--- src/rtl/rx_cmd_ctrl.sv ---
// Byte-stream command decoder: turns received bytes into register-file writes/reads and ALU starts.
// Optional inter-byte timeout is compiled in when RX_CMD_CTRL_TIMEOUT_EN is defined.
module rx_cmd_ctrl #(
    parameter int WIDTH       = 8,
    parameter int DEPTH       = 16,
    parameter int NUM_OPS     = 2,
    parameter int TIMEOUT_CYC = 255,
    localparam int AW         = (DEPTH > 1) ? $clog2(DEPTH) : 1
) (
    input  logic             CLK,
    input  logic             Reset,
    input  logic [WIDTH-1:0] Rx_P_Data,
    input  logic             RxValid,
    input  logic             Rx_Err,
    output logic             ALU_EN,
    output logic [3:0]       ALU_FUN,
    output logic [AW-1:0]    Reg_File_Adress,
    output logic             WrEN,
    output logic             RdEN,
    output logic [WIDTH-1:0] WrData,
    output logic             CLK_GATE_EN,
    output logic             Busy,
    output logic             Cmd_Done,
    output logic             Cmd_Err
);

    typedef enum logic [2:0] {
        S_IDLE,
        S_WADDR,
        S_WDATA,
        S_RADDR,
        S_OPND,
        S_FUN
    } state_t;

    localparam logic [WIDTH-1:0] CMD_WR  = WIDTH'(8'hAA);
    localparam logic [WIDTH-1:0] CMD_RD  = WIDTH'(8'hBB);
    localparam logic [WIDTH-1:0] CMD_OPS = WIDTH'(8'hCC);
    localparam logic [WIDTH-1:0] CMD_FUN = WIDTH'(8'hDD);

    state_t           state, state_nxt;
    logic [AW-1:0]    addr_lat, addr_lat_nxt;
    logic [1:0]       op_cnt, op_cnt_nxt;
    logic             accept, rx_bad, in_range, fun_ok, tmo_hit;
    logic             alu_en_nxt, wr_en_nxt, rd_en_nxt, done_nxt, err_nxt;
    logic [3:0]       alu_fun_nxt;
    logic [AW-1:0]    adr_nxt;
    logic [WIDTH-1:0] wdata_nxt;

    assign accept   = RxValid && !Rx_Err;
    assign rx_bad   = RxValid && Rx_Err;
    // Widened compare so DEPTH values beyond the byte range still behave.
    assign in_range = ({32'd0, Rx_P_Data} < (WIDTH + 32)'(DEPTH));
    assign fun_ok   = (Rx_P_Data[WIDTH-1:4] == '0);

`ifdef RX_CMD_CTRL_TIMEOUT_EN
    logic [15:0] tmo_cnt;

    assign tmo_hit = (state != S_IDLE) && !accept && (tmo_cnt == 16'(TIMEOUT_CYC - 1));

    always_ff @(posedge CLK) begin
        if (Reset) begin
            tmo_cnt <= '0;
        end else if (state_nxt == S_IDLE || accept) begin
            tmo_cnt <= '0;
        end else begin
            tmo_cnt <= tmo_cnt + 16'd1;
        end
    end
`else
    assign tmo_hit = 1'b0;
`endif

    always_comb begin
        state_nxt    = state;
        addr_lat_nxt = addr_lat;
        op_cnt_nxt   = op_cnt;
        alu_en_nxt   = 1'b0;
        wr_en_nxt    = 1'b0;
        rd_en_nxt    = 1'b0;
        done_nxt     = 1'b0;
        err_nxt      = 1'b0;
        alu_fun_nxt  = ALU_FUN;
        adr_nxt      = Reg_File_Adress;
        wdata_nxt    = WrData;

        if (state != S_IDLE && rx_bad) begin
            state_nxt = S_IDLE;
            err_nxt   = 1'b1;
        end else if (accept) begin
            case (state)
                S_IDLE: begin
                    if (Rx_P_Data == CMD_WR) begin
                        state_nxt = S_WADDR;
                    end else if (Rx_P_Data == CMD_RD) begin
                        state_nxt = S_RADDR;
                    end else if (Rx_P_Data == CMD_OPS) begin
                        state_nxt  = S_OPND;
                        op_cnt_nxt = '0;
                    end else if (Rx_P_Data == CMD_FUN) begin
                        state_nxt = S_FUN;
                    end else begin
                        err_nxt = 1'b1;
                    end
                end
                S_WADDR: begin
                    if (in_range) begin
                        addr_lat_nxt = Rx_P_Data[AW-1:0];
                        state_nxt    = S_WDATA;
                    end else begin
                        err_nxt   = 1'b1;
                        state_nxt = S_IDLE;
                    end
                end
                S_WDATA: begin
                    wr_en_nxt = 1'b1;
                    adr_nxt   = addr_lat;
                    wdata_nxt = Rx_P_Data;
                    done_nxt  = 1'b1;
                    state_nxt = S_IDLE;
                end
                S_RADDR: begin
                    if (in_range) begin
                        rd_en_nxt = 1'b1;
                        adr_nxt   = Rx_P_Data[AW-1:0];
                        done_nxt  = 1'b1;
                    end else begin
                        err_nxt = 1'b1;
                    end
                    state_nxt = S_IDLE;
                end
                S_OPND: begin
                    wr_en_nxt  = 1'b1;
                    adr_nxt    = AW'(op_cnt);
                    wdata_nxt  = Rx_P_Data;
                    op_cnt_nxt = op_cnt + 2'd1;
                    if (op_cnt == 2'(NUM_OPS - 1)) begin
                        state_nxt = S_FUN;
                    end
                end
                S_FUN: begin
                    if (fun_ok) begin
                        alu_en_nxt  = 1'b1;
                        alu_fun_nxt = Rx_P_Data[3:0];
                        done_nxt    = 1'b1;
                    end else begin
                        err_nxt = 1'b1;
                    end
                    state_nxt = S_IDLE;
                end
                default: state_nxt = S_IDLE;
            endcase
        end

        // A silent link aborts the command; a byte in the same cycle takes precedence.
        if (tmo_hit) begin
            state_nxt = S_IDLE;
            err_nxt   = 1'b1;
        end
    end

    always_ff @(posedge CLK) begin
        if (Reset) begin
            state           <= S_IDLE;
            addr_lat        <= '0;
            op_cnt          <= '0;
            ALU_EN          <= 1'b0;
            WrEN            <= 1'b0;
            RdEN            <= 1'b0;
            Cmd_Done        <= 1'b0;
            Cmd_Err         <= 1'b0;
            ALU_FUN         <= '0;
            Reg_File_Adress <= '0;
            WrData          <= '0;
        end else begin
            state           <= state_nxt;
            addr_lat        <= addr_lat_nxt;
            op_cnt          <= op_cnt_nxt;
            ALU_EN          <= alu_en_nxt;
            WrEN            <= wr_en_nxt;
            RdEN            <= rd_en_nxt;
            Cmd_Done        <= done_nxt;
            Cmd_Err         <= err_nxt;
            ALU_FUN         <= alu_fun_nxt;
            Reg_File_Adress <= adr_nxt;
            WrData          <= wdata_nxt;
        end
    end

    assign Busy        = (state != S_IDLE);
    assign CLK_GATE_EN = (state == S_FUN) || ALU_EN;

endmodule
--- config.mk ---
export PLATFORM = sky130hd
export DESIGN_NAME = rx_cmd_ctrl
export DESIGN_NICKNAME = d
export VERILOG_FILES = /design/src/rtl/rx_cmd_ctrl.sv
export SDC_FILE = /design/constraint.sdc
export NUM_CORES = 1
export LEC_CHECK = 0
export BUFFER_PORTS_ARGS = -buffer_cell sky130_fd_sc_hd__buf_2
export CORE_MARGIN = 2
export CORE_UTILIZATION = 33
export CTS_BUF_LIST = sky130_fd_sc_hd__clkbuf_8
export CTS_CLUSTER_SIZE = 20
export DETAILED_ROUTE_END_ITERATION = 12
export PLACE_DENSITY = 0.53
export SLEW_MARGIN = 40
export SYNTH_ARGS = -nofsm -noshare
export SYNTH_HDL_FRONTEND = slang
export SYNTH_SLANG_ARGS = --single-unit
--- constraint.sdc ---
create_clock -name CLK -period 4.7 [get_ports CLK]
set_input_delay 0.94 -clock CLK [delete_from_list [all_inputs] [get_ports CLK]]
set_output_delay 0.94 -clock CLK [all_outputs]
set_load 0.1 [all_outputs]
==> impl_metrics.tcl <==
set metrics [dict create \
    via_count 1390 \
    antenna_found_initial 0 \
    critical_path.top_delay_family "flip-flops" \
    synth.avg_cell_area_um2 8.773 \
    firstDrtPassIters 4 \
    grt_max_degree 30 \
    period_minus_slack_ps 2936 \
    p_total_mw 0.4884 \
    status "finished, final reports clean" \
    grt_use_total 0.1513 \
    synthArstFlopShare 0 \
    worst_clock_skew_ps 6.999 \
    crit_fanout 22 \
    dieArea_um2 5129 \
    drive_above_1_share 0.2327 \
    slew_headroom 0.5049 \
    worstSetupPathType "flip-flop to primary output" \
    synth-simple-area-share 0.2330 \
    holdBufCountCts 0 \
    htree_levels 2 \
    drv_cap 0 \
    clk_pin_slew_worst_paths_ps 60 \
    drtIter0Drc 113 \
    wl_per_cell_um 14.19 \
    cts_resized 0 \
    cp.arrival_ps 2000 \
    syn_inst 172 \
    synth-seq-cells 30 \
    cts_setup_buffers 0 \
    fin_cells 254 \
    post-route-period-util 0.6247 \
    cp-end-kind "primary output" \
    powerDensity_nw_per_um2 273.3 \
    setup_viol 0 \
    nets 216 \
    placed_area_um2 1704 \
    die_x_um 71.62 \
    synth_top_family_by_area "simple AND/OR/NAND/NOR gates" \
    n_fill_cell 434 \
    clockBufferDepth 2 \
    initial_core_util 0.3442 \
    antenna_cells 0 \
    drcViolationCount 0 \
    first_global_vias 1240 \
    fin_area_um2 1787 \
    crit_slowest_cell "dfxtp_1" \
    dp_hpwl_mm 2.603 \
    grt_overflow 0 \
    synth_mux_area_frac 0.1136 \
    synth-adder-area-share 0.008292 \
    hold_viol 0 \
    synth_xor_area_frac 0.01161 \
    rsz0062_at_grt "no" \
    slowest_delay_ps 800 \
    tightest_slew_ps 741.6 \
    clock_sinks 30 \
    dp_worst_setup_slack_ps 2093 \
    viasPerCell 5.472 \
    start_kind "flip-flop" \
    synth_warnings 0 \
    power.leakage_nw 0.7321 \
    place_congestion 0.8379 \
    crit_chain "nor2b_1 > a21o_1 > buf_2" \
    cts_tree "done" \
    die_h_um 71.62 \
    fp.coreArea_um2 4384 \
    fmax_mhz 340.6 \
    slew_violations 0 \
    place_inst 248 \
    reg2reg_slack_ps 2680 \
    clockRootBuffer "clkbuf_8" \
    port_buffers 34 \
    std_cell_rows 24 \
    synth_edf_count 0 \
    area_growth_pct 18.41 \
    crit_buf_inv 1 \
    setup_ws_ps 1764 \
    syn_nets 185 \
    ir_drop_uv 124.7 \
    hp-class "flip-flop to flip-flop" \
    synth_compound_area_frac 0.1915 \
    ys_types 42 \
    ys_seq_area_frac 0.3980 \
    numCtsBuffers 5 \
    clkLatencyLatePin_ps 280 \
    wl_mm 3.603 \
    ios 35 \
    grt_pass1_wl_mm 5.982 \
    antenna_left 0 \
    synth-main-ff-cell "dfxtp_1" \
    crit_required_ps 3760 \
    fin_setup_tns_ps 0 \
    synth_area_um2 1509 \
]
-- final timing paths --
kind,startpoint,end,depth (start not counted)
max,state[0],CLK_GATE_EN,3
min reg2reg,Reg_File_Adress[3],Reg_File_Adress[3],2
max reg2reg,state[2],Reg_File_Adress[3],4
min,Reg_File_Adress[3],Reg_File_Adress[3],2
-- stage by stage --
step                  util  hold slack [ps]
global placement    0.3887            459.8
global route        0.4075            500.6
detailed placement  0.3887            471.1
CTS                 0.4075            479.0
floorplan                -            462.7
finish              0.4075            473.3
-- layout by cell type (no fill, tap or decap), types with 3 or more instances in the layout --
| cell type | netlist | layout |
|---|---|---|
| clkbuf_8 | 0 | 6 |
| nor2_1 | 22 | 22 |
| inv_1 | 7 | 7 |
| buf_2 | 2 | 34 |
| nor2b_1 | 3 | 3 |
| nand4_1 | 4 | 4 |
| dfxtp_1 | 30 | 30 |
| mux2i_1 | 16 | 16 |
| a211oi_1 | 3 | 3 |
| nand2b_1 | 3 | 3 |
| o22ai_1 | 4 | 4 |
| nand3_1 | 5 | 5 |
| o21ai_0 | 8 | 8 |
| nand2_1 | 11 | 11 |
| a21oi_1 | 12 | 12 |
-- flip-flops by register name (all words and copies together), names as in the netlist --
register         cells
ALU_EN               1
WrEN                 1
RdEN                 1
state                3
Cmd_Err              1
ALU_FUN              4
WrData               8
op_cnt               2
addr_lat             4
Reg_File_Adress      4
Cmd_Done             1
-- report_power, final --
group          switching [mW]  internal (mW)
Combinational          0.0245        0.00928
Clock                  0.0865          0.113
Sequential           0.000622          0.255
Total                   0.112          0.377
-- cells in the mapped netlist, types with 2 or more instances --
cell,number,share of area
a21oi_1,12,0.040
o21ai_0,8,0.027
nor2_1,22,0.055
nand2b_1,3,0.012
inv_1,7,0.017
o211ai_1,2,0.0099
nand4_1,4,0.017
o22ai_1,4,0.017
mux2i_1,16,0.11
nor2b_1,3,0.012
or4_1,2,0.0099
dfxtp_1,30,0.40
a31oi_1,2,0.0083
and4bb_2,2,0.017
or4bb_1,2,0.015
o2111a_1,2,0.015
or3_1,2,0.0083
a211oi_1,3,0.015
nand2_1,11,0.027
xnor2_1,2,0.012
clkbuf_1,7,0.017
buf_2,2,0.0066
nand3_1,5,0.017
-- final cells by class --
| type | count | area [um^2] | share of cell area |
|---|---|---|---|
| timing repair buffer | 34 | 170.2 | 0.09524 |
| tap | 52 | 65.06 | 0.03641 |
| inverter | 7 | 26.28 | 0.01471 |
| multi-input combinational | 125 | 842.1 | 0.4713 |
| sequential | 30 | 600.6 | 0.3361 |
| clock buffer | 6 | 82.58 | 0.04622 |
-- worst reg2reg max path, delay by kind of cell, from the launching register on --
kind	cells	cell delay [ps]
AOI/OAI and AO/OA	2	340
xor gates and xnor gates	1	300
DFF	1	770
and+or+nand+nor	1	540
-- per-layer routing --
metal / routed length (um) / track usage / up-vias
met4: 52 / 0.06289 / 0
met3: 288 / 0.04219 / 7
met2: 1578 / 0.2253 / 58
met1: 1684 / 0.2061 / 630
met5: 0 / 0 / -
li1: - / - / 695
-- logic make-up (layout without fill, tap and decap cells) --
family | Yosys count | count (layout)
adder cells (fa/ha/maj) | 1 | 1
AO/OA/AOI/OAI | 43 | 43
multiplexers | 17 | 17
AND/OR/NAND/NOR | 62 | 62
XOR/XNOR | 2 | 2
flip-flops | 30 | 30
buffers and inverters | 17 | 47
Note: power is estimated with default switching activity, not from simulation.
